[src/rtl/div_unit_pkg.sv]
// rtl/div_unit_pkg.sv - shared state encoding and helpers for the radix-2 divider
package div_unit_pkg;

    typedef enum logic [1:0] {
        DIV_FREE    = 2'b00,
        DIV_BY_ZERO = 2'b01,
        DIV_ON      = 2'b10,
        DIV_END     = 2'b11
    } div_state_t;

    localparam logic [5:0] DIV_ITERS = 6'd32;

    // Magnitude of an operand; only a negative value in a signed divide is negated.
    function automatic logic [31:0] abs_val(input logic is_signed, input logic [31:0] v);
        return (is_signed && v[31]) ? (~v + 32'd1) : v;
    endfunction

endpackage

[src/rtl/div_unit.sv]
// rtl/div_unit.sv - multi-cycle 32-bit restoring divider for DIV/DIVU, result {remainder, quotient}
module div_unit
    import div_unit_pkg::*;
(
    input  logic        clk,
    input  logic        rst,
    input  logic        signed_div_i,
    input  logic [31:0] opdata1_i,
    input  logic [31:0] opdata2_i,
    input  logic        start_i,
    input  logic        annul_i,
    output logic [63:0] result_o,
    output logic        ready_o
);

    div_state_t  state;
    logic [5:0]  cnt;
    logic [64:0] work;
    logic [31:0] divisor;
    logic        neg_quot;
    logic        neg_rem;

    logic [32:0] diff;
    logic [31:0] quot_fix;
    logic [31:0] rem_fix;

    always_comb begin
        diff     = {1'b0, work[63:32]} - {1'b0, divisor};
        quot_fix = neg_quot ? (~work[31:0] + 32'd1) : work[31:0];
        rem_fix  = neg_rem ? (~work[64:33] + 32'd1) : work[64:33];
    end

    always_ff @(posedge clk or posedge rst) begin
        if (rst) begin
            state    <= DIV_FREE;
            cnt      <= 6'd0;
            work     <= 65'd0;
            divisor  <= 32'd0;
            neg_quot <= 1'b0;
            neg_rem  <= 1'b0;
            result_o <= 64'd0;
            ready_o  <= 1'b0;
        end else begin
            case (state)
                DIV_FREE: begin
                    ready_o  <= 1'b0;
                    result_o <= 64'd0;
                    if (start_i && !annul_i) begin
                        if (opdata2_i == 32'd0) begin
                            state <= DIV_BY_ZERO;
                        end else begin
                            state    <= DIV_ON;
                            cnt      <= 6'd0;
                            work     <= {32'd0, abs_val(signed_div_i, opdata1_i), 1'b0};
                            divisor  <= abs_val(signed_div_i, opdata2_i);
                            neg_quot <= signed_div_i & (opdata1_i[31] ^ opdata2_i[31]);
                            neg_rem  <= signed_div_i & opdata1_i[31];
                        end
                    end
                end
                DIV_BY_ZERO: begin
                    state    <= DIV_END;
                    result_o <= 64'd0;
                    ready_o  <= 1'b1;
                end
                DIV_ON: begin
                    if (annul_i || !start_i) begin
                        state    <= DIV_FREE;
                        result_o <= 64'd0;
                        ready_o  <= 1'b0;
                    end else if (cnt != DIV_ITERS) begin
                        // Restore by simply shifting when the trial subtract goes negative.
                        if (diff[32])
                            work <= work << 1;
                        else
                            work <= {diff[31:0], work[31:0], 1'b1};
                        cnt <= cnt + 6'd1;
                    end else begin
                        result_o <= {rem_fix, quot_fix};
                        ready_o  <= 1'b1;
                        state    <= DIV_END;
                    end
                end
                DIV_END: begin
                    if (!start_i) begin
                        state    <= DIV_FREE;
                        ready_o  <= 1'b0;
                        result_o <= 64'd0;
                    end
                end
                default: state <= DIV_FREE;
            endcase
        end
    end

endmodule
[config.mk]
export PLATFORM = sky130hd
export DESIGN_NAME = div_unit
export DESIGN_NICKNAME = d
export VERILOG_FILES = /design/src/rtl/div_unit_pkg.sv /design/src/rtl/div_unit.sv
export SDC_FILE = /design/constraint.sdc
export NUM_CORES = 1
export LEC_CHECK = 0
export ABC_CLOCK_PERIOD_IN_PS = 17700
export CELL_PAD_IN_SITES_DETAIL_PLACEMENT = 0
export CELL_PAD_IN_SITES_GLOBAL_PLACEMENT = 1
export CORE_MARGIN = 4
export CORE_UTILIZATION = 45
export CTS_BUF_LIST = sky130_fd_sc_hd__clkbuf_16
export DETAILED_ROUTE_END_ITERATION = 16
export PLACE_DENSITY = 0.89
export SETUP_SLACK_MARGIN = 0.02
export SYNTH_ARGS = -nofsm -noshare
export SYNTH_HDL_FRONTEND = slang
export SYNTH_SLANG_ARGS = --single-unit
[constraint.sdc]
create_clock -name clk -period 17.7 [get_ports clk]
set_input_delay 5.31 -clock clk [delete_from_list [all_inputs] [get_ports clk]]
set_output_delay 5.31 -clock clk [all_outputs]
set_load 0.1 [all_outputs]
* Yosys cells after proc, flatten, opt, wreduce, memory -nomap -nowiden
Cells that the tools add are included.
** Operators by class
- Bitwise operators :: 8
- Equality and inequality tests :: 10
- Muxes and demuxes :: 29
- Reduce and logical (&&, ||, !) cells :: 14
- Divide/modulo/power cells :: 0
- Order comparisons :: 0
- Add/subtract/negate cells :: 6
- Multipliers :: 0
- Shift-type cells :: 0
** Operators with widths (count)
- 2-to-1 mux 65 bit :: 5
- 2-to-1 mux 64 bit :: 3
- case mux 64 bit (3 select lines) :: 1
- case mux 65 bit (2 select lines) :: 1
- adder 32 x 1 -> 32 bit, second input constant :: 4
- 2-to-1 mux 32 bit :: 4
- inverter 32 bit :: 4
- subtractor 32 x 32 -> 33 bit :: 1
- logical NOT 32 bit :: 1
- 2-to-1 mux 6 bit :: 4
- case mux 6 bit (2 select lines) :: 1
- 2-to-1 mux 2 bit :: 5
- != test 2 bit, second input constant :: 5
- case mux 2 bit (4 select lines) :: 1
- adder 6 x 1 -> 6 bit, second input constant :: 1
- != test 6 bit, second input constant :: 1
- AND reduction 3 bit :: 2
- AND reduction 5 bit :: 1
- == test 2 bit, second input constant :: 2
- case mux 1 bit (4 select lines) :: 1
- logical AND 1 bit :: 3
- 2-to-1 mux 1 bit :: 3
- != test 3 bit, second input constant :: 1
- AND 1 bit :: 2
- other kinds (9) :: 10
** Storage, ports and cells
- Word-level logic and storage cells :: 75
- Memory bits (read-only) :: 0
- Memories kept :: 0
- Bits in writable memories :: 0
- Latch bits :: 0
- Bits of input ports :: 69
- Output and inout bits :: 65
- Flip-flop bits (word level) :: 172

* Depth between registers and ports, before layout
- Word-level depth :: 6
- Gate-level depth with buffers :: 14
- Depth with buffers taken out :: 12

* Worst setup path before layout
Ideal clock, no wire load.
- Path type :: input port to flip-flop
- Start point :: in opdata2_i[24]
- End point :: reg work[50]
- Library setup time :: 0.142 ns
- Path buffers :: 2
- Arrival :: 7.619 ns
- Setup slack :: 9.939 ns
- Stages on the path :: 9
- Cell sequence :: or4_1 > or4_1 > nor4_1 > a21o_1 > buf_2 > nor2_1 > clkbuf_1 > nand2_1 > o221ai_1
** On the way
- Word-level cells in the longest chain between the ends :: 3
** Ends and longest elaborated chain
- start, declared :: line div_unit.sv:9 : input logic [31:0] opdata2_i,
- logical NOT 32 bit :: line div_unit.sv:49 : if (opdata2_i == 32'd0) begin
- != test 2 bit (no source line)
- AND reduction 5 bit (no source line)
- end signal, assigned :: line div_unit.sv:54 : work <= {32'd0, abs_val(signed_div_i, opdata1_i), 1'b0};
- end signal, assigned :: line div_unit.sv:74 : work <= work << 1;
- end signal, assigned :: line div_unit.sv:76 : work <= {diff[31:0], work[31:0], 1'b1};
- end, declared :: line div_unit.sv:18 : logic [64:0] work;
Every way passes these cells.
A chain may end at the register's enable or synchronous reset.

* Worst setup path in the final report
- Start point :: in opdata2_i[2]
- End point :: reg work[64]
Same word-level chain as after synthesis.

==> impl_metrics.csv <==
group,metric,value,unit
die,boundaryPins,134,
sta,period_needed,9.46,ns
power_and_ir_drop,p_seq_frac,0.342,
die,core.rowCount,57,
global_route,overflow,0,
drt,wl_per_cell,16.1,microns
logic_synthesis,synth_nets,1460,
critical_path,crit_path_start_kind,"input pin",
sta,maxSlewViolCount,0,
power_and_ir_drop,comb_power_share,0.425,
final_layout,fin_cells,1778,
drt,wl_met2,12000,microns
clocking,root_buffer,"clkbuf_16",
critical_path,crit_path_max_fanout,111,
sta,fin_crit_sh,0.534,
global_route,grt_start_max_net_pins,112,
job,drv_cap,0,
clocking,clkTransAtPathRegs,0.07,ns
drt,vias,9814,
drt,drc_errors,0,
critical_path,cp_top_family,"simple AND/OR/NAND/NOR gates",
power_and_ir_drop,p_int,0.943,mW
logic_synthesis,synthCells,1346,
place,place_inst,1745,
power_and_ir_drop,pwr-share-clk,0.233,
worst_hold_path,hold_path.class,"reg -> reg",
logic_synthesis,yosys.area.top_type_share,0.383,
logic_synthesis,async_flop_share,1.00,
power_and_ir_drop,leakagePower,5.71,nW
place,gp_congestion,0.913,
power_and_ir_drop,vdd_drop_max,0.0732,mV
clocking,post_cts_resized,0,
place,place_ws,7.86,ns
die,start_util,0.459,
clocking,clkLatencyLatePin,0.43,ns
final_layout,fin_nets,1554,
logic_synthesis,yosysTopAreaCell,"dfrtp_1",
drt,dr_wl_met3,1540,microns
logic_synthesis,ys_types,63,
sta,rsz0062_at_grt,"false",
die,die_x,166,microns
critical_path,cpMostUsedCell,"nor3b_1",
drt,ant_nets,0,
sta,setup_viol,0,
sta,setup_slack,8.24,ns
logic_synthesis,syn_avg_cell_area,8.34,sq um
drt,dr.pass1.iters,5,
status,status,"finished, final reports clean",
power_and_ir_drop,p_per_area,126,nW/um^2
final_layout,drive_gt1_frac,0.0434,
clocking,post-cts-setup-buffers,0,
drt,m1WireLength,14700,microns
logic_synthesis,ys_seq_area_frac,0.383,
critical_path,cp_cell_sequence,"clkdlybuf4s50_1 -> or3_1 -> nor3b_1 -> nand2_1 -> nor4_1 -> a21o_2 -> buf_4 -> or2_1 -> nor3b_1 -> mux2i_1 -> o211ai_1",
sta,final_hold_viol_count,0,
sta,tightest_slew,1.06,ns
logic_synthesis,ys.flop_type,"dfrtp_1",
sta,slew_headroom,0.293,
final_layout,layout_common_cells,"213 x nand2_1, 174 x o21ai_0, 172 x dfrtp_1, 133 x clkdlybuf4s50_1, 100 x nor2_1",
place,io_buffers,133,
sta,fin_skew,0.0122,ns
critical_path,worst-path-buf-inv,2,
clocking,cts_buffers,17,
power_and_ir_drop,p_switching,0.745,mW
clocking,cts_hold_buf,0,
die,core_area,24500,sq um
drt,top_layer,"met4",
drt,drtIter0Drc,817,
die,die_area,27500,sq um
die,die_y,166,microns
sta,finalSetupTns,0,ns
critical_path,required,17.99,ns
logic_synthesis,yosysWarningCount,0,
critical_path,crit_type,"in -> reg",
logic_synthesis,syn-cell-area,11200,sq um
global_route,antenna_found_initial,0,
critical_path,cpMaxStageDelayCell,"buf_4",
final_layout,syn_to_final_growth,19.4,%
clocking,cts_sinks,172,
power_and_ir_drop,switching_share,0.442,
sta,fmax,106,MHz
logic_synthesis,ys_seq_elements,172,
critical_path,end_kind,"flop",
critical_path,max_stage_delay,0.75,ns
drt,drt_wl_total,28600,microns
global_route,grt_pass1_wl,46900,microns
clocking,cts_max_path_buffers,2,
place,dp_hpwl,21600,microns
logic_synthesis,synth_area_leaders,"dfrtp_1 38%, o21ai_0 7.8%, xor2_1 7.4%",
final_layout,final_common_cell,"nand2_1",
drt,viasPerCell,5.52,
global_route,grt_pass1_vias,9084,
critical_path,cp.arrival,9.74,ns
clocking,htreeDepth,4,
clocking,cts_tree,"built",
global_route,grtUsageTotal,0.204,
logic_synthesis,synth_edf_count,0,
==> layer usage <==
layer,track usage,up-vias
li1,-,4911
met1,0.317,4615
met2,0.297,256
met3,0.0276,32
met4,0.0552,0
met5,0,-
==> worst register-to-register path, stage by stage (launching register included) <==
cell	delay, ns
dfrtp_1	0.41
inv_1	0.12
ha_2	0.89
nand2_1	0.72
a31oi_1	0.42
a31oi_1	0.08
a21o_2	0.21
buf_4	0.40
nor2_1	0.73
nand2_1	0.34
o221ai_1	0.28
==> power groups by stage <==
stage / clock (mW) / sequential [mW] / combinational, mW
2_1_floorplan: 0 / 0.634 / 0.466
3_3_place_gp: 0 / 0.579 / 0.702
3_5_place_dp: 0 / 0.583 / 0.714
4_1_cts: 0.401 / 0.576 / 0.718
5_1_grt: 0.419 / 0.593 / 0.797
6_report: 0.393 / 0.578 / 0.716
==> cells by family after synthesis <==
group,share of synthesized area
AOI/OAI and AO/OA,0.211
xor gates and xnor gates,0.111
and+or+nand+nor,0.175
DFF,0.383
adders and majority gates,0.0508
muxes,0.0270
buffers and inverters,0.0425
==> final timing paths <==
path	depth (start not counted)	endpoint	startpoint	slack [ns]
max	11	work[64]	opdata2_i[2]	8.24
min	2	result_o[18]	result_o[18]	0.48
max reg2reg	10	work[61]	state[0]	13.01
min reg2reg	2	result_o[18]	result_o[18]	0.48
max in group asynchronous	3	work[46]	rst	10.79
min in group asynchronous	2	result_o[13]	rst	5.46
==> Yosys cell counts (2+ instances only) <==
library cell  number
o21a_1             5
buf_2              9
o221ai_1           9
nand2b_1          12
o211ai_1           2
buf_1             10
o31ai_1           46
and3_1             5
nor2_1           100
ha_1              44
nor2b_1            9
clkbuf_1          45
nand3_1           10
a211oi_1           9
o21ai_0          174
a31oi_1            7
nand2_1          213
mux2i_1           28
a21oi_1          100
and2_1             4
mux2_2             2
a21boi_0           3
or4_1             14
o21ai_2            2
nor4_1            10
or2_2              5
inv_1             57
nor3_1            16
nand4_1            7
dfrtp_1          172
xnor2_1           47
o41ai_1           12
nor3b_1            5
a22o_1             2
or4_4              2
xor2_1            95
or3_1             15
a2111oi_0          2
a21o_1            11
o21ai_1            2
nand3b_1           2
==> registers in the layout (all words and copies together) (netlist names) <==
signal and cells:
neg_quot 1, result_o 64, cnt 6, neg_rem 1, state 2, divisor 32, work 65, ready_o 1
==> cell type report <==
cell class | instances | area (sq um)
Fill cell | 2241 | 11100
Multi-Input combinational cell | 1052 | 6470
Sequential cell | 172 | 4300
Timing Repair Buffer | 140 | 1380
Clock buffer | 17 | 425
Tap cell | 324 | 405
Inverter | 57 | 219
Clock inverter | 15 | 200
Antenna cell | 1 | 2.50
==> through the flow <==
step                      utilization  hold slack [ns]  power (mW)  instance area [sq um]
after floorplan                     -            0.450        1.10                  11200
after detailed placement        0.523            0.470        1.30                  12800
after global placement          0.523            0.462        1.28                  12800
final                           0.548            0.479        1.69                  13400
after global routing            0.548            0.506        1.81                  13400
after CTS                       0.548            0.487        1.69                  13400
Note: power is estimated with default switching activity, not from simulation.
